<file path="src/rtl/seq_det_rr_ctrl.sv">
// -----------------------------------------------------------------------------
// seq_det_rr_ctrl
//
// One "111" Mealy detection engine shared among NCH serial channels. Each
// channel keeps its own 2-bit detector context. A round-robin arbiter picks one
// pending channel per cycle. The granted bit is run through the engine, the new
// context is written back, and a completed match is reported with its channel
// id. Each channel also has a saturating match counter.
//
// Build option:
//   SEQ_DET_RR_CTRL_OVERLAP_EN  defined   : after a match the context goes to
//                                           GOT11, so every further 1 matches.
//                               undefined : after a match the context goes to
//                                           GOT1.
//
// Parameters:
//   NCH    number of channels (power of two, 2..16)
//   CH_W   channel-id width, log2(NCH)
//   CNT_W  per-channel match counter width
//
// Ports:
//   clk          rising-edge clock
//   rst          asynchronous, active-high reset
//   en           global enable; no grants while low
//   in_valid     per-channel bit pending
//   in_bit       per-channel serial bit
//   in_ready     one-hot grant (combinational); transfer = in_valid & in_ready
//   clr_ch       per-channel synchronous clear of context and counter
//   match_valid  registered one-cycle match pulse
//   match_ch     channel of the reported match
//   match_cnt    flattened counters, channel i at [i*CNT_W +: CNT_W]
// -----------------------------------------------------------------------------
module seq_det_rr_ctrl #(
   parameter int NCH   = 4,
   parameter int CH_W  = 2,
   parameter int CNT_W = 8
) (
   input  logic                 clk,
   input  logic                 rst,
   input  logic                 en,
   input  logic [NCH-1:0]       in_valid,
   input  logic [NCH-1:0]       in_bit,
   output logic [NCH-1:0]       in_ready,
   input  logic [NCH-1:0]       clr_ch,
   output logic                 match_valid,
   output logic [CH_W-1:0]      match_ch,
   output logic [NCH*CNT_W-1:0] match_cnt
);

   typedef enum logic [1:0] {
      GN    = 2'b00,
      GOT1  = 2'b01,
      GOT11 = 2'b10
   } state_t;

   // Per-channel context and counters
   state_t               r_ctx [NCH];
   logic [CNT_W-1:0]     r_cnt [NCH];
   logic [CH_W-1:0]      r_rr_ptr;
   logic                 r_match_valid;
   logic [CH_W-1:0]      r_match_ch;

   // Arbiter and engine signals
   logic                 w_xfer;
   logic [CH_W-1:0]      w_gnt;
   logic [CH_W-1:0]      w_idx;
   logic [NCH-1:0]       w_ready;
   state_t               w_cur;
   state_t               w_nxt;
   logic                 w_x;
   logic                 w_match;
   logic                 w_take_match;

   function automatic logic [CNT_W-1:0] f_sat_inc(input logic [CNT_W-1:0] v);
      return (&v) ? v : v + CNT_W'(1);
   endfunction

   // -------------------------------------------------------------------------
   // Round-robin arbiter: first pending channel at or above r_rr_ptr, wrapping.
   // NCH is a power of two, so the CH_W-bit add wraps modulo NCH for free.
   // The grant never looks at in_bit.
   // -------------------------------------------------------------------------
   always_comb begin
      w_xfer  = 1'b0;
      w_gnt   = '0;
      w_idx   = '0;
      w_ready = '0;
      if (en) begin
         for (int k = 0; k < NCH; k++) begin
            w_idx = r_rr_ptr + CH_W'(k);
            if (!w_xfer && in_valid[w_idx]) begin
               w_xfer = 1'b1;
               w_gnt  = w_idx;
            end
         end
      end
      if (w_xfer) begin
         w_ready[w_gnt] = 1'b1;
      end
   end

   assign in_ready = w_ready;

   // -------------------------------------------------------------------------
   // Shared detection engine, evaluated on the granted channel's context.
   // -------------------------------------------------------------------------
   always_comb begin
      w_cur   = r_ctx[w_gnt];
      w_x     = in_bit[w_gnt];
      w_nxt   = GN;
      w_match = 1'b0;
      case (w_cur)
         GN:      w_nxt = w_x ? GOT1 : GN;
         GOT1:    w_nxt = w_x ? GOT11 : GN;
         GOT11: begin
            if (w_x) begin
               w_match = 1'b1;
`ifdef SEQ_DET_RR_CTRL_OVERLAP_EN
               w_nxt   = GOT11;
`else
               // The matching 1 is reused as the first 1 of the next run.
               w_nxt   = GOT1;
`endif
            end else begin
               w_nxt = GN;
            end
         end
         // Encoding 11 is illegal and behaves exactly like GN.
         default: w_nxt = w_x ? GOT1 : GN;
      endcase
   end

   // A clear on the granted channel swallows the bit and its match.
   assign w_take_match = w_xfer & w_match & ~clr_ch[w_gnt];

   // -------------------------------------------------------------------------
   // Context / counter write-back, arbiter pointer, match report register.
   // -------------------------------------------------------------------------
   always_ff @(posedge clk or posedge rst) begin
      if (rst) begin
         for (int i = 0; i < NCH; i++) begin
            r_ctx[i] <= GN;
            r_cnt[i] <= '0;
         end
      end else begin
         for (int i = 0; i < NCH; i++) begin
            if (clr_ch[i]) begin
               r_ctx[i] <= GN;
               r_cnt[i] <= '0;
            end else if (w_xfer && (w_gnt == CH_W'(i))) begin
               r_ctx[i] <= w_nxt;
               if (w_match) begin
                  r_cnt[i] <= f_sat_inc(r_cnt[i]);
               end
            end
         end
      end
   end

   always_ff @(posedge clk or posedge rst) begin
      if (rst) begin
         r_rr_ptr      <= '0;
         r_match_valid <= 1'b0;
         r_match_ch    <= '0;
      end else begin
         if (w_xfer) begin
            r_rr_ptr <= w_gnt + CH_W'(1);
         end
         r_match_valid <= w_take_match;
         if (w_take_match) begin
            r_match_ch <= w_gnt;
         end
      end
   end

   assign match_valid = r_match_valid;
   assign match_ch    = r_match_ch;

   always_comb begin
      match_cnt = '0;
      for (int i = 0; i < NCH; i++) begin
         match_cnt[i*CNT_W +: CNT_W] = r_cnt[i];
      end
   end

endmodule

</file>
<file path="config.mk">
export PLATFORM = sky130hd
export DESIGN_NAME = seq_det_rr_ctrl
export DESIGN_NICKNAME = d
export VERILOG_FILES = /design/src/rtl/seq_det_rr_ctrl.sv
export SDC_FILE = /design/constraint.sdc
export NUM_CORES = 1
export LEC_CHECK = 0
export ABC_AREA = 1
export CORE_MARGIN = 2
export CORE_UTILIZATION = 48
export CTS_CLUSTER_DIAMETER = 60
export CTS_CLUSTER_SIZE = 10
export DETAILED_ROUTE_END_ITERATION = 6
export GPL_TIMING_DRIVEN = 0
export PLACE_DENSITY = 0.73
export SLEW_MARGIN = 15
export SYNTH_ARGS = -nofsm -noshare
export SYNTH_HDL_FRONTEND = slang
export SYNTH_SLANG_ARGS = --single-unit
</file>
<file path="constraint.sdc">
create_clock -name clk -period 3.9 [get_ports clk]
set_input_delay 0.78 -clock clk [delete_from_list [all_inputs] [get_ports clk]]
set_output_delay 0.78 -clock clk [all_outputs]
set_load 0.02 [all_outputs]
</file>
==> Yosys cells after proc, flatten, opt, wreduce, memory -nomap -nowiden <==
Cells that the tools add are included.
W data, S select, Z words.
{ "totals": {"ff_bits": 45, "latch_bits": 0, "mem_bits_rw": 0, "mem_bits_ro": 0, "input_bits": 15, "out_inout_bits": 39, "word_cells": 127, "memories": 0} }
{ "classes": {"n_addsub": 8, "n_mul": 0, "n_div": 0, "n_lt_le_gt_ge": 7, "eq_ne": 9, "n_shift": 0, "mux": 60, "bitwise_logic": 4, "n_reduce_logical": 28} }
{ "ops": {"columns": ["operator", "count"], "rows": [
  ["$mux W8", 16],
  ["$mux W2", 17],
  ["$add A8 B1 Y8 const B", 4],
  ["$reduce_and A8 Y1", 4],
  ["$mux W1", 18],
  ["$reduce_bool A2 Y1", 8],
  ["$lt A2 B3 Y1 const B", 5],
  ["$bmux W1 S2", 6],
  ["$reduce_and A3 Y1", 4],
  ["$logic_and A1 B1 Y1", 8],
  ["$ne A2 B2 Y1 const B", 4],
  ["$eq A2 B2 Y1 const B", 3],
  ["$add A2 B1 Y2 const B", 2],
  ["$add A2 B2 Y2 const B", 2],
  ["$bmux W2 S2", 1],
  ["$eq A2 B1 Y1 const B", 2],
  ["$mux W4", 1],
  ["$ge A3 B3 Y1 const B", 1],
  ["$logic_not A1 Y1", 3],
  ["$not A2 Y3", 1],
  ["$and A1 B1 Y1", 2],
  ["$demux W1 S2", 1],
  ["$ge A2 B1 Y1 const B", 1],
  ["$logic_not A2 Y1", 1],
  ["$not A1 Y1", 1]
]} }

==> Logic depth before layout (Yosys ltp) <==
{ "depth": {"word_depth": 25, "ltp_mapped": 21, "mapped_depth_nobuf": 19} }

==> Worst setup path after synthesis <==
OpenSTA, ideal clock, no wires.
{ "synth_path": {"path_type": "input -> output", "start": "input port in_valid[3]", "end": "output port in_ready[3]", "t_arrival_ps": 2117, "required_time_ps": 3120, "path_slack_ps": 1003, "cell_stages": 14, "n_path_buf": 1, "path_cell_list": "inv_1 > nand2_1 > nand3_1 > nand2_2 > nor2_4 > nand3_2 > nand2_4 > inv_2 > nand2_2 > buf_6 > inv_1 > ha_1 > nand2_1 > inv_1"} }
{ "synth_via": {"elab_chain_cells": 21, "elab_cells_between_ends": 33, "cone_classes": "2 x order compare; 24 x mux; 7 x reduce/logical"} }
{ "synth_lines": {"columns": ["element", "line_no", "text"], "rows": [
  ["from (decl)", "41", "input logic [NCH-1:0] in_valid,"],
  ["$bmux W1 S2", "91", "if (!w_xfer && in_valid[w_idx]) begin"],
  ["$mux W1 (not written as such)", "91", null],
  ["$mux W1", "91", null],
  ["$mux W1", "88", "if (en) begin"],
  ["$logic_not A1 Y1", "91", null],
  ["$logic_and A1 B1 Y1", "91", null],
  ["$mux W1", "91", null],
  ["$mux W1", "88", null],
  ["[... 6 more ...]", null, null],
  ["$mux W2 (*)", "91", null],
  ["$mux W2 (*)", "88", null],
  ["via w_gnt[0]", "65", "logic [CH_W-1:0] w_gnt;"],
  ["$lt A2 B3 Y1 (not written as such) or $ge A2 B1 Y1 (tied branches)", "98", "w_ready[w_gnt] = 1'b1;"],
  ["$logic_and A1 B1 Y1 (not written as such)", "98", null],
  ["$mux W1 (not written as such)", "98", null],
  ["$demux W1 S2 (*)", "98", null],
  ["$mux W4 (*)", "97", "if (w_xfer) begin"],
  ["to (decl)", "43", "output logic [NCH-1:0] in_ready,"]
]} }
The timed path passes the listed nets; every way through them passes the cells marked *. The select of a mux whose other input is x is not followed.

==> Worst setup path in the final report <==
{ "layout_path": {"start": "input port in_valid[2]", "end": "output port in_ready[1]"} }
Same word-level chain as after synthesis.

==> reports/metrics.yaml <==
setup_path:
  path_max_fanout: 11
  cp_data_arrival_time_ns: 2.89
  path_class: "in -> out"
  worstSetupEndpointType: "output port"
  startpoint_type: "input pin"
  r2r_setup_slack_ns: 1.33
  cp.required_ns: 3.12
grt:
  track_usage_pct: 20.8
  first_global_vias: 2932
  grt_overflow: 0
  antenna_found_initial: 0
  grt_max_degree: 27
  grt_pass1_wl_mm: 12.6
die:
  start_util_pct: 50.1
  fp-row-count: 29
  die_area_mm2: 0.00737
  die_h_um: 85.9
  io-pin-count: 54
  core_mm2: 0.00642
  die_x_um: 85.9
route:
  drc_errors: 4
  initialDrtViolationCount: 140
  routed_via_density: 5.16
  drtPass1Iterations: 7
  ant_nets: 0
  vias: 3055
  avgRoutedWirePerCell_um: 12.0
  wl_mm: 7.09
yosys:
  post-synth-top-count-cell: "nand2_1"
  synth-async-reset-ratio_pct: 100
  synth_cell_type_count: 30
  avgSynthCellArea_um2: 7.07
  ys_ff_latch: 45
  yosysTopAreaCell: "dfrtp_1"
  mappedNetlistNets: 478
  synth-warning-count: 0
  yosysTopAreaCellShare_pct: 35.0
  ys.flop_type: "dfrtp_1"
  yosysSeqAreaShare_pct: 35.0
  syn_inst: 455
  synth_area_leaders: "dfrtp_1 (35%), nand2_1 (18%), nand3_1 (6.4%), nor2_1 (6.3%), inv_1 (5.3%)"
  synthTopCellsByCount: "nand2_1 (154), nor2_1 (54), dfrtp_1 (45), inv_1 (45), nand3_1 (41)"
  synth-edff-count: 0
  netlist_area_mm2: 0.00322
sta:
  final-hold-violation-count: 0
  finalMaxSlewViolations: 0
  setup_viol: 0
  max_freq_mhz: 272
  finClkSkew_ns: 0.00884
  finalCriticalPeriod_ns: 3.67
  worstMarginPinSlew_ns: 0.487
  post-route-period-util_pct: 94.1
  relSlewSlack_pct: 67.2
  fin_hold_ws_ns: 0.494
  grt_setup_unrepaired: "no"
  layout_setup_ws_ns: 0.229
  tns_ns: 0
clock_network:
  cts_buffer_depth: 2
  root_buffer: "clkbuf_8"
  h-tree-depth: 2
  cts_buffers: 5
  cts_tree: "done"
  clock-sinks: 45
  clkLatencyLatePin_ns: 0.30
  path_clk_slew_ns: 0.08
place:
  place_congestion: 0.816
  dp.cells: 584
  place_hpwl_mm: 5.44
  place_ws_ns: -0.172
  placed_cell_area_mm2: 0.00384
  portBuffers: 51
power:
  cellPowerDensity_mw_per_mm2: 525
  p_leak_nw: 2.01
  p_total_mw: 2.07
  peakVddDrop_mv: 0.226
run:
  max_cap_violations: 0
final_layout:
  drive_gt1_share_pct: 9.71
  num_antenna_cells: 0
  fin_nets: 537
  utilization_pct: 61.5
  final-seq-area_mm2: 0.00113
  fin_area_mm2: 0.00395
  finalNonFillerCells: 592
  area_growth_pct: 22.8
  fill_cells: 597
  multiInputGateArea_mm2: 0.00186
hold_path:
  min_path_type: "reg -> reg"
run_status:
  status: "finished, violations left"
  violations: "DRC"
-- final timing paths --
path | start | endpoint | depth (start not counted)
setup / recovery | in_valid[2] | in_ready[1] | 16
hold / removal | match_ch[1] | match_ch[1] | 2
setup reg to reg | r_rr_ptr[0] | match_cnt[15] | 17
hold reg to reg | match_ch[1] | match_ch[1] | 2
max in group asynchronous | rst | match_cnt[21] | 3
min in group asynchronous | rst | match_cnt[4] | 2
-- layer usage --
layer,up-vias,share of wire (%),global-route usage (%),wire length [um]
met3,7,3.5,3.18,250
met1,1422,47,26.8,3320
met2,47,49,36.0,3440
met5,-,0,0,0
met4,0,1.0,6.49,71
li1,1579,-,-,-
-- worst max-delay path, stage by stage --
cell	delay [ns]
clkdlybuf4s50_1	0.49
inv_1	0.06
nand2_1	0.08
nand3_1	0.10
nand2_2	0.11
inv_1	0.06
nand2_1	0.06
nand2_1	0.08
nand2_4	0.13
nand2_2	0.08
buf_6	0.14
inv_1	0.14
ha_1	0.17
nand2_1	0.11
inv_1	0.12
clkbuf_2	0.18
-- cells in the final DEF (no fill, tap or decap), drive strengths merged --
| master | count |
|---|---|
| a21oi | 2 |
| buf | 4 |
| bufinv | 1 |
| clkbuf | 12 |
| clkdlybuf4s50 | 47 |
| clkinv | 1 |
| dfrtp | 45 |
| dlygate4sd2 | 1 |
| ha | 8 |
| inv | 50 |
| nand2 | 168 |
| nand3 | 49 |
| nand4 | 24 |
| nor2 | 60 |
| nor3 | 9 |
| nor3b | 2 |
| nor4 | 1 |
| o211ai | 1 |
| o21ai | 10 |
| o22ai | 2 |
| xnor2 | 4 |
| xor2 | 14 |
-- cells by family (layout without fill, tap and decap cells) --
group	Yosys count	after routing	share of synthesized area, %
xor gates and xnor gates	18	18	4.90
and+or+nand+nor	313	313	47.0
buffers and inverters	56	116	7.39
adders and majority gates	8	8	3.11
AOI/OAI and AO/OA	15	15	2.61
DFF	45	45	35.0
-- sequential cells by signal, indices dropped and copies added, names as in the netlist --
signal / flops
match_ch: 2
match_cnt: 32
match_valid: 1
r_ctx: 8
r_rr_ptr: 2
-- what timing repair did --
| action | 4_1_cts | 5_1_grt |
|---|---|---|
| setup buffers | 0 | 0 |
| setup endpoints to repair | 4 | 3 |
| gates resized for setup | 5 | 6 |
| hold buffers | 0 | 0 |
-- report_power, final --
part           switching [mW]  total, mW  internal (mW)
combinational           0.753       1.13          0.374
sequential             0.0567      0.581          0.524
clock                   0.156      0.365          0.209
-- final cells by class --
| type | instances | share of cell area, % |
|---|---|---|
| buffer | 5 | 1.05 |
| clock buffer | 7 | 2.19 |
| clock inverter | 1 | 0.760 |
| inverter | 51 | 4.97 |
| multi-input combinational | 354 | 47.1 |
| sequential | 45 | 28.5 |
| tap | 77 | 2.44 |
| timing repair buffer | 52 | 13.0 |
Note: power is estimated with default switching activity, not from simulation.
